## config.mk

```make
export PLATFORM = sky130hd
export DESIGN_NAME = lsu_mem_arbiter
export DESIGN_NICKNAME = d
export VERILOG_FILES = /design/src/rtl/lsu_mem_arbiter.sv
export SDC_FILE = /design/constraint.sdc
export NUM_CORES = 1
export LEC_CHECK = 0
export CAP_MARGIN = 20
export CORE_MARGIN = 4
export CORE_UTILIZATION = 40
export DETAILED_ROUTE_END_ITERATION = 12
export PLACE_DENSITY_LB_ADDON = 0.3
export SLEW_MARGIN = 10
export SYNTH_ARGS = -nofsm -noshare
export SYNTH_HDL_FRONTEND = slang
export SYNTH_SLANG_ARGS = --single-unit
export TNS_END_PERCENT = 1
```

## constraint.sdc

```tcl
create_clock -name clk -period 2.6 [get_ports clk]
set_input_delay 0.39 -clock clk [delete_from_list [all_inputs] [get_ports clk]]
set_output_delay 0.39 -clock clk [all_outputs]
set_load 0.02 [all_outputs]
```

## src/rtl/lsu_mem_arbiter.sv

```systemverilog
// Round-robin arbiter of per-thread LSU requests onto one data-memory port, one transaction in flight.
// Issue 1 cycle after request; completion held on lsu_ready_flat until the thread drops its valids.
module lsu_mem_arbiter #(
  parameter int NUM_THREADS = 4,
  parameter int ADDR_BITS   = 8,
  parameter int DATA_BITS   = 8
) (
  input  logic                           clk,
  input  logic                           reset,
  input  logic [NUM_THREADS-1:0]         lsu_read_valid_flat,
  input  logic [NUM_THREADS-1:0]         lsu_write_valid_flat,
  input  logic [NUM_THREADS*ADDR_BITS-1:0] lsu_read_addr_flat,
  input  logic [NUM_THREADS*ADDR_BITS-1:0] lsu_write_addr_flat,
  input  logic [NUM_THREADS*DATA_BITS-1:0] lsu_write_data_flat,
  output logic [NUM_THREADS-1:0]         lsu_ready_flat,
  output logic [NUM_THREADS*DATA_BITS-1:0] lsu_read_data_flat,
  output logic                           mem_read_valid,
  output logic [ADDR_BITS-1:0]           mem_read_addr,
  input  logic                           mem_read_ready,
  input  logic [DATA_BITS-1:0]           mem_read_data,
  output logic                           mem_write_valid,
  output logic [ADDR_BITS-1:0]           mem_write_addr,
  output logic [DATA_BITS-1:0]           mem_write_data,
  input  logic                           mem_write_ready,
  output logic                           mem_busy
);

  localparam int PTR_W = (NUM_THREADS > 1) ? $clog2(NUM_THREADS) : 1;

  typedef enum logic [1:0] {IDLE, READ_WAIT, WRITE_WAIT, RELAY} state_t;

  state_t state, state_nxt;

  logic [PTR_W-1:0]       sel;
  logic [PTR_W-1:0]       rr_ptr;
  logic [PTR_W-1:0]       grant_idx;
  logic [PTR_W-1:0]       cand;
  logic [PTR_W-1:0]       sel_inc;
  logic                   grant_found;
  logic [NUM_THREADS-1:0] pending;

  assign pending  = lsu_read_valid_flat | lsu_write_valid_flat;
  assign sel_inc  = PTR_W'((int'(sel) + 1) % NUM_THREADS);
  assign mem_busy = (state != IDLE);

  // First pending thread at or after rr_ptr, wrapping around.
  always_comb begin
    grant_found = 1'b0;
    grant_idx   = '0;
    cand        = '0;
    for (int k = 0; k < NUM_THREADS; k++) begin
      cand = PTR_W'((int'(rr_ptr) + k) % NUM_THREADS);
      if (!grant_found && pending[cand]) begin
        grant_found = 1'b1;
        grant_idx   = cand;
      end
    end
  end

  always_ff @(posedge clk) begin
    if (reset) begin
      state <= IDLE;
    end else begin
      state <= state_nxt;
    end
  end

  always_comb begin
    state_nxt = state;
    case (state)
      IDLE: begin
        if (grant_found) begin
          state_nxt = lsu_read_valid_flat[grant_idx] ? READ_WAIT : WRITE_WAIT;
        end
      end
      READ_WAIT:  if (mem_read_ready)  state_nxt = RELAY;
      WRITE_WAIT: if (mem_write_ready) state_nxt = RELAY;
      RELAY:      if (!pending[sel])   state_nxt = IDLE;
      default:    state_nxt = IDLE;
    endcase
  end

  always_ff @(posedge clk) begin
    if (reset) begin
      sel                <= '0;
      rr_ptr             <= '0;
      lsu_ready_flat     <= '0;
      lsu_read_data_flat <= '0;
      mem_read_valid     <= 1'b0;
      mem_read_addr      <= '0;
      mem_write_valid    <= 1'b0;
      mem_write_addr     <= '0;
      mem_write_data     <= '0;
    end else begin
      case (state)
        IDLE: begin
          if (grant_found) begin
            sel <= grant_idx;
            if (lsu_read_valid_flat[grant_idx]) begin
              mem_read_valid <= 1'b1;
              mem_read_addr  <= lsu_read_addr_flat[grant_idx*ADDR_BITS +: ADDR_BITS];
            end else begin
              mem_write_valid <= 1'b1;
              mem_write_addr  <= lsu_write_addr_flat[grant_idx*ADDR_BITS +: ADDR_BITS];
              mem_write_data  <= lsu_write_data_flat[grant_idx*DATA_BITS +: DATA_BITS];
            end
          end
        end
        READ_WAIT: begin
          if (mem_read_ready) begin
            mem_read_valid                               <= 1'b0;
            lsu_read_data_flat[sel*DATA_BITS +: DATA_BITS] <= mem_read_data;
            lsu_ready_flat[sel]                          <= 1'b1;
          end
        end
        WRITE_WAIT: begin
          if (mem_write_ready) begin
            mem_write_valid     <= 1'b0;
            lsu_ready_flat[sel] <= 1'b1;
          end
        end
        RELAY: begin
          // Ready stays up until the thread lets go, so a lingering valid is never re-granted.
          if (!pending[sel]) begin
            lsu_ready_flat <= '0;
            rr_ptr         <= sel_inc;
          end
        end
        default: ;
      endcase
    end
  end

endmodule

```

* Yosys cells after proc, flatten, opt, wreduce, memory -nomap -nowiden
Index checks and enable logic that the tools add are counted.
** Storage, ports and cells
- Flip-flop bits (word level) :: 68
- Input bits :: 116
- Output and inout bits :: 63
- Word-level logic and storage cells :: 102
** Operators by class
- Add/sub/neg operators :: 5
- Magnitude comparators :: 7
- Equal/unequal tests :: 9
- Shift operators :: 5
- Muxes and demuxes :: 41
- Bitwise operators :: 4
- Reduce and logical (&&, ||, !) cells :: 21
** Operators with widths (number)
- 32-bit by 6-bit variable part select with 8-bit output :: 3
- 5-bit negator with 34-bit output :: 1
- 8-bit by 34-bit variable shift with 32-bit output (first input constant) :: 1
- 8-bit by 34-bit variable part select with 32-bit output :: 1
- 32-bit bitwise mux :: 1
- 2-bit by 3-bit < comparator with 1-bit output (second input constant) :: 6
- 2-bit two-way mux :: 9
- 1-bit two-way mux :: 17
- 4-bit AND reduction :: 4
- 1-bit binary-select mux with 2-bit select :: 6
- 4-bit two-way mux :: 3
- 2-bit inequality test (second input constant) :: 6
- 4-bit case mux with 3 select lines :: 1
- 4-bit OR :: 2
- 2-bit case mux with 4 select lines :: 1
- 2-bit AND reduction :: 3
- 3-bit AND reduction :: 2
- 2-bit nonzero test :: 3
- 2-bit by 1-bit adder with 2-bit output (second input constant) :: 2
- 2-bit adder (second input constant) :: 2
- 2-bit equality test (second input constant) :: 2
- 1-bit logical AND :: 4
- 1-bit case mux with 2 select lines :: 2
- 1-bit logical NOT :: 3
- 6 further kinds :: 7

* Logic depth before layout (Yosys ltp)
Gate-level depths: netlist of run 1.
- Depth in word-level cells :: 18
- Gate-level depth with buffers :: 9
- Gate-level depth less buffers :: 7

* Worst setup path before layout of run 1
OpenSTA, ideal clock, no wires.
- Path type :: register to register
- Start :: register sel[0]
- End :: register lsu_read_data_flat[24]
- Setup time :: 0.068 ns
- Arrival time :: 2.067 ns
- Slack :: 0.465 ns
- Stages on the path, launching flop included :: 7
- Path buffers :: 1
- Clock period less this slack :: 2.135 ns
- Cell sequence :: dfxtp_1 > clkbuf_1 > inv_1 > ha_1 > nor4_1 > a22oi_1 > nor2_1
** Between the ends
- Longest elaborated chain between the ends :: 3
- Elaborated cells between the ends (all ways) :: 4
** RTL lines
- start, declared :: RTL line 34 : logic [PTR_W-1:0] sel;
- start signal, assigned :: RTL line 98 : sel <= grant_idx;
- 5-bit negator with 34-bit output (*) :: RTL line 112 : lsu_read_data_flat[sel*DATA_BITS +: DATA_BITS] <= mem_read_data;
- 8-bit by 34-bit variable part select with 32-bit output or 8-bit by 34-bit variable shift with 32-bit output (tied branches) :: RTL line 112
- 32-bit bitwise mux (*) :: RTL line 112
- end signal, assigned by index :: RTL line 112
- end, declared :: RTL line 16 : output logic [NUM_THREADS*DATA_BITS-1:0] lsu_read_data_flat,
Every way passes the cells marked *; elsewhere a longest branch is shown, timed or not.
A chain may end at the register's enable or synchronous reset.

* Worst setup path after layout of run 1
- Start :: register state[0]
- End :: output mem_busy
** Between the ends
- Longest elaborated chain between the ends :: 1
** RTL lines
- start, declared :: RTL line 32 : state_t state, state_nxt;
- start signal, assigned :: RTL line 64 : state <= state_nxt;
- 2-bit nonzero test :: RTL line 44 : assign mem_busy = (state != IDLE);
- end, declared :: RTL line 25 : output logic mem_busy
No other way between the ends.

==> summary.txt, run 1 <==
Synthesis
  • Post-synthesis cell type count: 48
  • Post-synth EDFFs: 0
  • Synth warn: 0
  • Netlist Area Pre-Place: 3700 um^2
  • Count of state elements after synthesis: 68
  • Synth Instances: 377
  • Synth Net Count: 504
  • Register area share after synthesis: 0.368
  • Post-synth top flop: dfxtp_1
  • Synth async-reset ratio: 0
  • Mean Syn Cell Area: 9.82 um^2

Setup path
  • Crit path launch type: flip-flop
  • Crit path capture type: output port
  • Flop-to-flop setup slack: 0.46 ns
  • Arrival @ worst endpoint: 1.93 ns
  • Crit path max fanout: 10
  • Crit path kind: reg -> out
  • Critical Path RT: 2.21 ns

Die
  • Die H: 104 um
  • Die Span X: 104 um
  • Die ar.: 10900 um^2
  • Core area: 8850 um^2
  • Row Count: 34
  • Num ports: 179
  • Starting Density: 0.419

Worst hold path
  • Hold Crit Class: reg -> reg

Route
  • Drt drc: 0
  • WL/cell: 17.1 um
  • Via count: 3556
  • TritonRoute pass-1 iters: 4
  • Via/cell ratio: 5.20
  • Final WL: 11700 um
  • Detail Route Antenna Nets: 0
  • Starting DRT DRC Count: 139

Power and ir drop
  • Worst vdd ir: 0.378 mV
  • Power Dens Cells: 633 nW/um^2
  • Leakage: 0.00249 uW

GRT
  • Initial antenna violation count: 0
  • Overall Global Routing Usage: 0.209
  • Vias in the first global route: 3635
  • Overflow after GRT: 0
  • First-pass GRT wire length: 18700 um
  • Largest net degree at the start of global routing: 35

CTS
  • Hold Buf Count CTS: 0
  • CTS max path bufs: 2
  • Worst-Skew Late Latency: 0.34 ns
  • Root Driver: clkbuf_8
  • Clk slew on worst S/H paths: 0.08 ns
  • CTS tree: done
  • CTS Buf Count: 9
  • Setup repair bufs after CTS: 0
  • Count of clock tree sinks: 68
  • Post-CTS Resized: 0
  • Max H-tree Level: 3

STA
  • Min Tclk post-route: 2.32 ns
  • Final period utilization: 0.891
  • Setup TNS: 0 ns
  • Fin worst setup slack: 0.282 ns
  • Fmax: 431 MHz
  • Fin. Hold Viols: 0
  • Slew Viols, Final: 0
  • Clock Skews: 0.00949 ns
  • Worst-margin pin slew: 0.594 ns
  • Relative slew slack: 0.604
  • RSZ-0062 raised after global routing: no
  • Final setup viols: 0

Finish
  • N_diodes: 0
  • Non-filler instance count after layout: 684
  • Number of fill cells: 711
  • Commonest non-fill, non-tap cell in the layout: clkdlybuf4s50_1
  • Area occupied by multi-input gates: 2130 um^2
  • Most frequent cells in the layout: clkdlybuf4s50_1 (177), mux2i_1 (97), dfxtp_1 (68), nor2_1 (67), a22oi_1 (33)
  • Layout cells sized above 1: 0.101
  • Layout Nets: 698
  • Area delta synth->final: 59.8%
  • Seq. cell area: 1360 um^2
  • Post-layout util: 0.669

Placement
  • Final GP Congestion: 0.913
  • PortBufs: 178
  • DP Wirelength: 9230 um
  • Pre-CTS setup slack: -0.0635 ns
  • Post-Place Cells: 668

Run status
  • Status: finished, final reports clean

Run
  • MaxCap Viol Count: 0
## sequential cells by signal (all words and copies together) (netlist names)
register and flops:
rr_ptr 2, sel 2, mem_read_addr 8, lsu_ready_flat 4
mem_write_data 8, mem_write_valid 1, mem_read_valid 1, state 2
mem_write_addr 8, lsu_read_data_flat 32
## final cells by class
class                      count  area share
clock buffer                   9      0.0209
clock inverter                 7      0.0205
inverter                      10     0.00634
multi-input combinational    278       0.360
sequential                    68       0.230
tap                          108      0.0228
timing repair buffer         204       0.340
## power by group
| group | leakage (uW) | internal, uW | switching (uW) |
|---|---|---|---|
| Clock | 0.000124 | 644 | 424 |
| Combinational | 0.00181 | 729 | 693 |
| Sequential | 0.000553 | 1170 | 81.6 |
| Total | 0.00249 | 2550 | 1200 |
## cell families (layout without fill, tap and decap cells)
group           Yosys count  count (layout)  synth area share
mux                      98              98             0.268
flops                    68              68             0.368
simple gates            103             103             0.133
buf+inv                  31             230            0.0591
fa+ha+maj                11              11            0.0372
compound gates           66              66             0.135
## layer usage
layer	up-vias	GRT usage	share of wire
met2	141	0.362	0.49
met1	1652	0.237	0.41
li1	1747	-	-
met4	0	0.0779	0.016
met5	-	0	0
met3	16	0.0739	0.083
## Yosys cell counts, types with 4 or more instances
library cell / instances / area [um^2]
clkbuf_1: 6 / 22.5
mux2i_1: 97 / 971
ha_1: 11 / 138
a22oi_1: 33 / 248
dfxtp_1: 68 / 1360
nor2_1: 67 / 251
inv_1: 10 / 37.5
nand2_1: 8 / 30.0
nand3_1: 5 / 25.0
buf_6: 4 / 45.0
nor2b_1: 4 / 25.0
a21oi_1: 14 / 70.1
## metrics by stage
step / power [uW] / area, um^2 / hold slack, ns
floorplan: 2130 / 3700 / 0.470
global placement: 2670 / 5670 / 0.473
detailed placement: 2710 / 5670 / 0.478
CTS: 3780 / 5920 / 0.499
global route: 3930 / 5920 / 0.532
finish: 3740 / 5920 / 0.498
## critical path: stages (launching register included)
cell and delay (ns):
dfxtp_1 0.38, inv_1 0.08, ha_1 0.32, inv_1 0.17
clkdlybuf4s50_1 0.63
## final timing paths
path                                        start                end  cells after the start
worst max-delay path                     state[0]           mem_busy                      4
worst min-delay path            lsu_ready_flat[0]  lsu_ready_flat[0]                      2
worst max register to register          rr_ptr[1]  mem_write_data[6]                      9
worst min register to register  lsu_ready_flat[0]  lsu_ready_flat[0]                      2
(Power assumes the default switching activity.)
==> run 2: changes to the inputs <==
- GPL_TIMING_DRIVEN: default -> 0
==> run 2 against run 1 <==
Count of clock-buffer cells in the layout rose by 2. Sequential power barely moved. Final cell count is 0.73% lower. Maximum frequency shrank 5.8%. Sequential share of layout area rose by 0.20 points. Clock power is 6% lower. Via count grew 1.5%.
==> summary.txt, run 2 (synthesis results as in run 1) <==
Placement
  • Final GP Congestion: 0.840 (-8.0%)
  • DP Area: 5620 um^2 (-0.88%)
  • PortBufs: 177 (-0.56%)
  • DP Wirelength: 9810 um (+6.3%)
  • Pre-CTS setup slack: -0.161 ns (-0.0975 ns)

Setup path
  • Flop-to-flop setup slack: 0.14 ns (-0.32 ns)
  • R2R Path End: lsu_read_data_flat[5]
  • Crit. Startpoint: sel[0]
  • Arrival @ worst endpoint: 2.74 ns (+0.81 ns)
  • Crit path launch type: flip-flop
  • End of the critical path: lsu_read_data_flat[5]
  • Critical Path RT: 2.88 ns (+0.67 ns)
  • Critical Path Slowest Stage Cell: nor4b_2
  • CP cell instances: clkbuf_1, inv_1, ha_1, nand3_1, nor4b_2, a22oi_1, nor2_1
  • Worst reg2reg path depth: 7 (-2)
  • Crit path kind: reg -> reg
  • RR Startpoint: sel[0]
  • Crit path max fanout: 9 (-1)
  • CP peak stage delay: 0.84 ns (+0.21 ns)
  • Crit path capture type: flip-flop

STA
  • Fin. Hold Viols: 0 (unchanged)
  • Final setup viols: 0 (unchanged)
  • Slew Viols, Final: 0 (unchanged)
  • Clock Skews: 0.00756 ns (-0.00194 ns)
  • Fmax: 406 MHz (-5.8%)
  • Min Tclk post-route: 2.46 ns (+0.144 ns)
  • Final period utilization: 0.947 (+0.0554)
  • Setup TNS: 0 ns (unchanged)
  • Relative slew slack: 0.430 (-0.173)
  • RSZ-0062 raised after global routing: yes
  • Worst-margin pin slew: 0.852 ns (+0.258 ns)
  • Fin worst setup slack: 0.138 ns (-0.144 ns)

Finish
  • Max FFs per register: 32 (unchanged)
  • Most frequent cells in the layout: clkdlybuf4s50_1 (177), mux2i_1 (97), dfxtp_1 (68), nor2_1 (67), a22oi_1 (33)
  • Number of fill cells: 769 (+8.2%)
  • Area occupied by multi-input gates: 2130 um^2 (about the same)
  • Layout cells sized above 1: 0.0806 (-0.0201)
  • Final Instance Area: 5870 um^2 (-0.87%)
  • Commonest non-fill, non-tap cell in the layout: clkdlybuf4s50_1
  • Area delta synth->final: 58.4%
  • Register with the most flip-flops: lsu_read_data_flat
  • Layout Nets: 693 (-0.72%)
  • Post-layout util: 0.663 (-0.00580)
  • Seq. cell area: 1360 um^2 (unchanged)
  • N_diodes: 0 (unchanged)

Route
  • Final WL: 12400 um (+6.1%)
  • Via count: 3608 (+1.5%)
  • Drt drc: 0 (unchanged)
  • Via/cell ratio: 5.31 (+2.2%)
  • Detail Route Antenna Nets: 0 (unchanged)
  • Starting DRT DRC Count: 184 (+32%)
  • TritonRoute pass-1 iters: 4 (unchanged)
  • WL/cell: 18.3 um (+6.9%)

Worst hold path
  • Hold Crit Class: reg -> reg
  • Hold Crit Start: mem_read_valid
  • Hold Path Cell Cnt: 2 (unchanged)

CTS
  • Root Driver: clkbuf_8
  • Hold Buf Count CTS: 0 (unchanged)
  • CTS Buf Count: 9 (unchanged)
  • Count of clock tree sinks: 68 (unchanged)
  • CTS tree: done
  • Max H-tree Level: 3 (unchanged)
  • Clk slew on worst S/H paths: 0.08 ns (about the same)
  • Setup repair bufs after CTS: 0 (unchanged)
  • Worst-Skew Late Latency: 0.34 ns (about the same)
  • CTS max path bufs: 2 (unchanged)

Die
  • Die Span X: 104 um (unchanged)
  • Die ar.: 10900 um^2 (unchanged)
  • Starting Density: 0.419 (unchanged)
  • Row Count: 34 (unchanged)
  • Core area: 8850 um^2 (unchanged)
  • Die H: 104 um (unchanged)
  • Num ports: 179 (unchanged)

GRT
  • Overall Global Routing Usage: 0.226 (+0.0167)
  • Overflow after GRT: 0 (unchanged)
  • Initial antenna violation count: 0 (unchanged)
  • Vias in the first global route: 3767 (+3.6%)
  • First-pass GRT wire length: 19700 um (+5.8%)
  • Largest net degree at the start of global routing: 13 (-63%)

Power and ir drop
  • Leakage: 0.00244 uW (-1.9%)
  • Design Power: 3720 uW (-0.75%)
  • Worst vdd ir: 0.308 mV (-18%)
  • Power Dens Cells: 633 nW/um^2 (+0.11%)

Run status
  • Status: finished, final reports clean

Run
  • MaxCap Viol Count: 0 (unchanged)
==> run 2: cell types whose count changed in the layout (fill, tap and decap cells not counted), sizes merged <==
| cell | change |
|---|---|
| buf | -16 |
| bufinv | -1 |
| clkbuf | +11 |
| clkdlybuf4s15 | +1 |
| dlygate4sd1 | +1 |
| inv | -1 |
==> run 2: metrics by stage <==
stage,std cells,hold WS [ns]
after floorplan,377,0.470
after global placement,662,0.474
after detailed placement,663,0.481
after CTS,679,0.494
after global routing,679,0.530
final,679,0.493
==> run 2: worst min path at each step <==
stage | endpoint | slack, ns
2_1_floorplan | state[0] | 0.47
5_1_grt | mem_read_valid | 0.53
3_5_place_dp | lsu_ready_flat[1] | 0.48
3_3_place_gp | mem_read_addr[0] | 0.47
4_1_cts | mem_read_valid | 0.49
6_report | mem_read_valid | 0.49
==> run 2: routing by layer <==
layer  part of all wire  wire [um]  track usage  vias to the layer above
li1                   -          -            -                     1736
met1               0.39       4900        0.247                     1712
met2               0.50       6210        0.404                      146
met3              0.092       1150       0.0813                       14
met4              0.014        176       0.0750                        0
met5                  0          0            0                        -
==> run 2: repair_timing <==
action / in CTS / in global routing
setup endpoints to repair: 4 / 23
gates resized for setup: 1 / 1
endpoints found under the hold margin: 0 / 0
==> run 2: final cells by class <==
type,count,share of cell area
clock inverters,5,0.0141
well taps,108,0.0230
clock buffers,11,0.0258
repair buffers,178,0.304
multi-input cells,278,0.363
inverters,10,0.00640
plain buffers,21,0.0316
flip-flops and latches,68,0.232
==> run 2: power breakdown <==
| part | switching (uW) | internal, uW |
|---|---|---|
| logic | 719 | 740 |
| registers | 72.2 | 1170 |
| clock network | 416 | 596 |
| total | 1210 | 2510 |
==> run 2: worst max-delay path, delay by kind of cell, from the launching register on <==
family / cells / cell delay [ns]
fa+ha+maj: 1 / 0.18
simple gates: 3 / 1.27
compound gates: 1 / 0.16
flops: 1 / 0.34
buf+inv: 2 / 0.44
